`src/rtl/intc_pkg.sv`:
```
// Shared definitions for the interrupt controller: FSM states, register map,
// vector address defaults and small helper functions.
package intc_pkg;

    typedef enum logic [1:0] {
        IDLE    = 2'd0,
        REQ     = 2'd1,
        SERVICE = 2'd2
    } state_t;

    localparam logic [1:0] INTC_ENABLE  = 2'd0;
    localparam logic [1:0] INTC_PENDING = 2'd1;
    localparam logic [1:0] INTC_STATUS  = 2'd2;
    localparam logic [1:0] INTC_EOI     = 2'd3;

    localparam logic [31:0] VEC_BASE_DEFAULT   = 32'h0000_0100;
    localparam logic [31:0] VEC_STRIDE_DEFAULT = 32'h0000_0010;

    // Index width that stays legal for a single source.
    function automatic int idx_width(input int n);
        return (n > 1) ? $clog2(n) : 1;
    endfunction

    function automatic logic [31:0] vec_addr(input logic [31:0] base,
                                             input logic [31:0] stride,
                                             input logic [3:0]  idx);
        return base + stride * {28'b0, idx};
    endfunction

endpackage

```
`src/rtl/intc_prio_enc.sv`:
```
// Combinational lowest-set-bit priority encoder; bit 0 has the highest priority.
module intc_prio_enc
    import intc_pkg::*;
#(
    parameter int NUM_SRC = 4,
    parameter int IDX_W   = idx_width(NUM_SRC)
) (
    input  logic [NUM_SRC-1:0] req,
    output logic               valid,
    output logic [IDX_W-1:0]   idx
);

    // NOTE: every output of an always_comb gets a default first, so no path
    // can leave it unassigned and infer a latch.
    always_comb begin
        valid = |req;
        idx   = '0;
        // Scan downwards so the lowest set bit is the last one written.
        for (int i = NUM_SRC - 1; i >= 0; i--) begin
            if (req[i]) idx = IDX_W'(i);
        end
    end

endmodule

```
`src/rtl/intc_top.sv`:
```
// Memory-mapped interrupt controller: edge-detects source lines into pending,
// raises irq for the highest-priority enabled source and holds until EOI.
module intc_top
    import intc_pkg::*;
#(
    parameter int          NUM_SRC    = 4,
    parameter logic [31:0] VEC_BASE   = VEC_BASE_DEFAULT,
    parameter logic [31:0] VEC_STRIDE = VEC_STRIDE_DEFAULT
) (
    input  logic               clk,
    input  logic               rst,
    input  logic [NUM_SRC-1:0] src,
    input  logic [1:0]         A,
    input  logic               WE,
    input  logic [31:0]        WD,
    output logic [31:0]        RD,
    output logic               irq,
    output logic [31:0]        irq_addr,
    input  logic               irq_ack
);

    localparam int IDX_W = idx_width(NUM_SRC);

    state_t              state, state_next;
    logic [NUM_SRC-1:0]  src_q, pending, pending_next, enable;
    logic [NUM_SRC-1:0]  rise, w1c, ack_clr;
    logic [IDX_W-1:0]    active_idx, enc_idx;
    logic                enc_valid, take;
    logic                enable_wr, pending_wr, eoi_wr;
    logic                unused_wd;

    assign enable_wr  = WE && (A == INTC_ENABLE);
    assign pending_wr = WE && (A == INTC_PENDING);
    assign eoi_wr     = WE && (A == INTC_EOI);
    assign unused_wd  = &{1'b0, WD[31:NUM_SRC]};

    assign rise = src & ~src_q;
    assign w1c  = pending_wr ? WD[NUM_SRC-1:0] : '0;

    intc_prio_enc #(
        .NUM_SRC (NUM_SRC),
        .IDX_W   (IDX_W)
    ) u_prio_enc (
        .req   (pending & enable),
        .valid (enc_valid),
        .idx   (enc_idx)
    );

    // Acknowledge clears only the bit being serviced.
    always_comb begin
        ack_clr = '0;
        for (int i = 0; i < NUM_SRC; i++) begin
            if (state == REQ && irq_ack && active_idx == IDX_W'(i)) ack_clr[i] = 1'b1;
        end
    end

    // A rise in the same cycle as a clear re-sets the bit.
    assign pending_next = (pending & ~w1c & ~ack_clr) | rise;

    always_comb begin
        state_next = state;
        take       = 1'b0;
        case (state)
            IDLE: begin
                if (enc_valid) begin
                    state_next = REQ;
                    take       = 1'b1;
                end
            end
            REQ:     if (irq_ack) state_next = SERVICE;
            SERVICE: if (eoi_wr)  state_next = IDLE;
            default: state_next = IDLE;
        endcase
    end

    // NOTE: sequential state uses non-blocking assignments so every register
    // samples pre-edge values regardless of statement order.
    always_ff @(posedge clk or posedge rst) begin
        if (rst) state <= IDLE;
        else     state <= state_next;
    end

    always_ff @(posedge clk or posedge rst) begin
        if (rst) begin
            src_q      <= '0;
            pending    <= '0;
            enable     <= '0;
            active_idx <= '0;
            irq        <= 1'b0;
            irq_addr   <= '0;
        end else begin
            src_q   <= src;
            pending <= pending_next;
            irq     <= (state_next == REQ);
            if (enable_wr) enable <= WD[NUM_SRC-1:0];
            if (take) begin
                active_idx <= enc_idx;
                irq_addr   <= vec_addr(VEC_BASE, VEC_STRIDE, 4'(enc_idx));
            end
        end
    end

    always_comb begin
        RD = '0;
        case (A)
            INTC_ENABLE:  RD[NUM_SRC-1:0] = enable;
            INTC_PENDING: RD[NUM_SRC-1:0] = pending;
            INTC_STATUS: begin
                RD[3:2] = state;
                RD[7:4] = 4'(active_idx);
            end
            INTC_EOI:     RD = VEC_BASE;
            default:      RD = '0;
        endcase
    end

endmodule

```
`config.mk`:
```
export PLATFORM = sky130hd
export DESIGN_NAME = intc_top
export DESIGN_NICKNAME = d
export VERILOG_FILES = /design/src/rtl/intc_pkg.sv /design/src/rtl/intc_prio_enc.sv /design/src/rtl/intc_top.sv
export SDC_FILE = /design/constraint.sdc
export NUM_CORES = 1
export LEC_CHECK = 0
export BUFFER_PORTS_ARGS = -buffer_cell sky130_fd_sc_hd__clkbuf_2
export CAP_MARGIN = 10
export CORE_ASPECT_RATIO = 1.75
export CORE_MARGIN = 5
export CORE_UTILIZATION = 42
export DETAILED_ROUTE_END_ITERATION = 12
export GPL_ROUTABILITY_DRIVEN = 0
export HOLD_SLACK_MARGIN = 0.15
export PLACE_DENSITY_LB_ADDON = 0.25
export SYNTH_ARGS = -nofsm -noshare
export SYNTH_HDL_FRONTEND = slang
export SYNTH_HIERARCHICAL = 1
export SYNTH_SLANG_ARGS = --single-unit
```
`constraint.sdc`:
```
create_clock -name clk -period 3.8 [get_ports clk]
set_clock_uncertainty 0.1 [all_clocks]
set_input_delay 0.76 -clock clk [delete_from_list [all_inputs] [get_ports clk]]
set_output_delay 0.76 -clock clk [all_outputs]
set_load 0.02 [all_outputs]
```
---- Yosys cells after proc, flatten, opt, wreduce, memory -nomap -nowiden ----
Index checks and enable logic that the tools add are counted.
Widths: inputs -> output; s select.
cells by class
  div/mod/pow operators ................... 0
  shift-type cells ........................ 0
  multiplexer cells ....................... 19
  reductions and logical operators ........ 12
  $mul .................................... 0
  bitwise operators ....................... 8
  order comparisons ....................... 0
  equality and inequality tests ........... 9
  add/subtract/negate cells ............... 1
operator list
  cell                  count
  $and 4x4->4           4
  $mux 2                8
  $not 4->4             3
  $add 9x6->10 const A  1
  $eq 2x2->1 const B    5
  $eq 2x1->1 const B    4
  $logic_and 1x1->1     8
  $pmux 2 s4            1
  $mux 1                7
  $logic_not 2->1       3
  $pmux 2 s3            1
  $mux 4                1
  $or 4x4->4            1
  $pmux 2 s2            1
  $reduce_or 4->1       1
word-level totals
  ROM bits ................................ 0
  bits in latches ......................... 0
  memories kept ........................... 0
  RAM bits ................................ 0
  bits of input ports ..................... 42
  bits in registers ....................... 49
  word-level logic and storage cells ...... 56

---- Depth between registers and ports, before layout ----
  word-level depth ........................ 7
  depth in mapped cells ................... 6

---- Modules after synthesis ----
Netlist, hierarchy kept.
modules (own cells, without submodules)
  module         times used  cells each  sequential area each (µm²)  area each (µm²)
  intc_top       1           128         450.4                       1257.5
  intc_prio_enc  1           7           0.0                         35.0

---- Worst setup path after synthesis ----
OpenSTA, ideal clock, no wires.
  path kind ............................... input-to-output
  from .................................... input port A[0]
  to ...................................... output port RD[2]
  arrival time ............................ 1.471 ns
  data required time ...................... 2.940 ns
  stages on the path ...................... 3
  buffers on the path ..................... 1
  path slack .............................. 1.469 ns
  cell sequence ........................... buf_6 -> mux2i_1 -> o21ai_0
between the ends
  cells in the longest elaborated chain, start to end .. 2
  elaborated cells between the ends (all ways) .. 5
  those cells by class .................... eq/ne (3); mux (1); reduce/logical (1)
RTL lines
  element                             line             text
  start, declared                     intc_top.sv:13   input logic [1:0] A,
  $eq 2x2->1 (tied with other cells)  intc_top.sv:105  case (A)
  $pmux 2 s4 *                        intc_top.sv:105
  end, declared                       intc_top.sv:16   output logic [31:0] RD,
Every way passes the cells marked *; elsewhere a longest branch is shown, timed or not.

---- Final worst setup path ----
  from .................................... input port A[0]
  to ...................................... output port RD[5]
between the ends
  cells in the longest elaborated chain, start to end .. 2
RTL lines
  element     line
  $eq 2x2->1  intc_top.sv:105
  $mux 2      intc_top.sv:105
No other way between the ends.

==> metrics <==
Area Overhead vs Synth=0.7745%; CTS tree=yes; Yosys Warn Count=6; Cell Count, Final, Fillers Out=between 200 and 250; Final Setup Violations=0; layout cells sized above 1=approximately a quarter; Placed Cells=slightly below 200; Final Max Slew Viols=0; Port Buffers=24; Clock Pin Slew Worst Setup and Hold Paths=approximately 0.060 ns; top cells by area, synth=dfrtp_1 35%, buf_4 31%, mux2_2 5.2%; # DRC=0; Data arrival, critical path=1.57 ns; critical path's slowest cell=and2b_2; Critical Path End Type=output port; Hold Violations, Final=0; worst-path cell chain=clkbuf_2 > and2b_2 > and2_1 > clkbuf_2; synth unique cells=27; H-tree depth=1; leading area contributor after synthesis=dfrtp_1; number of antenna violations at the first check in global routing=0; CP dominant cell by count=clkbuf_2; crit-path max cell delay=0.27 ns; # rows=26; vias=820; Seq/Total Area, Yosys=34.85%; max cap viols=0; antenna fix cells=0; vias in the first global route=803; # clock sinks=18; Static Leak=about 0.7 nW; Core Box Area=a little under 3000 sq um; gr usage total=around 11%; fin nets=between 200 and 250; RSZ-0062 raised after global routing=no; First-pass DRT Iterations=3; worst skew pair latency=roughly 0.25 ns; Avg Cell Area, Syn=around 9.6 sq um; status=complete, no violations; WP data required=between 2 and 3 ns; Worst-Margin Slew=about 0.67 ns; total congestion overflow=0; synthesized area=1292 sq um; period utilization=64.05%; CTS buffer count=3; initial core utilization=between 40 and 50%; Yosys reg bits=18; Post-CTS Resized=0; Setup Crit Path Kind=input port to output port; Slew headroom=~55%; setup TNS=0 ns; Post-CTS Setup Bufs=0; DIE HEIGHT=roughly 83 microns; family with the most delay on the worst path=simple AND/OR/NAND/NOR gates; antenna-violating nets left=0; worst hold path type=flop to flop; Die ar.=approximately 4300 sq um; global-route wire length before repair=~3600 microns; Mapped Cells=135; pin count of the biggest net entering global routing=19; Max VDD drop=0.0003299 V; fmax=0.4109 GHz; Buf/Inv on CP=2; area share of the largest cell type after synthesis=around a third; CTS max path bufs=2; crit path launch type=input port; pwr/cell area=approximately 540 nW/um^2; cts-stage hold buffer count=0; WL/cell=~11 microns; Iter 0 DRT Violations=6; Vias/cell=approximately 4.0; most frequent cells in the layout=54 x conb_1, 24 x clkbuf_2, 18 x dfrtp_1, 7 x nand2_1; Top Ports=about 110; routed wire length=about 2300 microns; clk root buf=clkbuf_8; leading cell type in the layout, fill and taps excluded=conb_1; crit path max fanout=9; min Tclk post-route=between 2 and 2.5 ns; DPL Wire Length=around 2000 microns; die width=about 52 microns
through the flow:
stage	utilization (%)	power [W]	cell area (sq um)	hold slack (ns)	setup slack (ns)
final	44.00	0.0007060	1303	0.3435	1.366
after global routing	44.00	0.0007573	1303	0.3649	1.318
after CTS	44.00	0.0007128	1303	0.3452	1.356
after detailed placement	42.14	0.0005586	1247	0.3362	1.371
after global placement	42.14	0.0005513	1247	0.3188	1.361
after floorplan	-	0.0005310	1491	0.3096	1.469
cell type report:
type                            count  area, sq um
Sequential cell                    18        450.4
Tap cell                           42        52.55
Fill cell                         290         1658
Timing Repair Buffer               24        120.1
Inverter                            6        22.52
Multi-Input combinational cell    109        601.8
Clock buffer                        4        55.05
cell usage after synthesis:
cell type	number
inv_1	6
conb_1	1
nand2b_4	2
a21oi_1	3
a21oi_2	1
nand3b_1	2
nand2b_1	2
nand3_1	1
nor3b_1	1
and3b_2	2
and2_2	1
buf_6	1
nor3_1	1
or2_2	1
and2_1	6
dfrtp_1	18
a32o_1	3
nor2_4	1
buf_4	54
o22ai_1	1
and2b_2	1
mux2_2	6
mux2i_1	4
nor2_1	5
o21ai_0	3
nand2_1	7
a21o_1	1
where the power goes:
| part | internal (W) | switching [W] | total [W] |
|---|---|---|---|
| sequential | 0.000240 | 0.0000456 | 0.000285 |
| combinational | 0.000104 | 0.000165 | 0.000268 |
| clock | 0.0000919 | 0.0000603 | 0.000152 |
| total | 0.000436 | 0.000270 | 0.000706 |
kinds of logic (layout without fill, tap and decap cells):
kind of cell / after synthesis / after routing / synth area share [%]
flops: 18 / 18 / 34.85
other cells: 1 / 54 / 0.2901
simple gates: 33 / 33 / 16.17
mux: 10 / 10 / 8.325
compound gates: 12 / 12 / 6.389
buf+inv: 61 / 34 / 33.98
metal layers:
metal  GRT usage, %  vias up  wire length, microns
li1               -      380                     -
met1          9.487      388                   681
met2          21.31       47                  1346
met3          2.151        5                   236
met4          5.728        0                    45
met5              0        -                     0
flip-flops by register name, summed over array words and instances, names as in the netlist:
signal and cells:
irq 1, irq_addr 2, src_q 4, pending 4, state 2, active_idx 1, enable 4
worst paths after layout:
kind | startpoint | endpoint | slack (ns) | cells past startpoint
worst max-delay path | A[0] | RD[5] | 1.37 | 4
worst min-delay path | src_q[0]$_DFF_PP0_ | pending[0]$_DFF_PP0_ | 0.34 | 1
worst max register to register | pending[0]$_DFF_PP0_ | irq_addr[5]$_DFFE_PP0P_ | 2.27 | 6
worst min register to register | src_q[0]$_DFF_PP0_ | pending[0]$_DFF_PP0_ | 0.34 | 1
max in group asynchronous | rst | enable[0]$_DFFE_PP0P_ | 2.69 | 2
min in group asynchronous | rst | src_q[2]$_DFF_PP0_ | 0.48 | 2
Power figures use the tool's default switching activity.
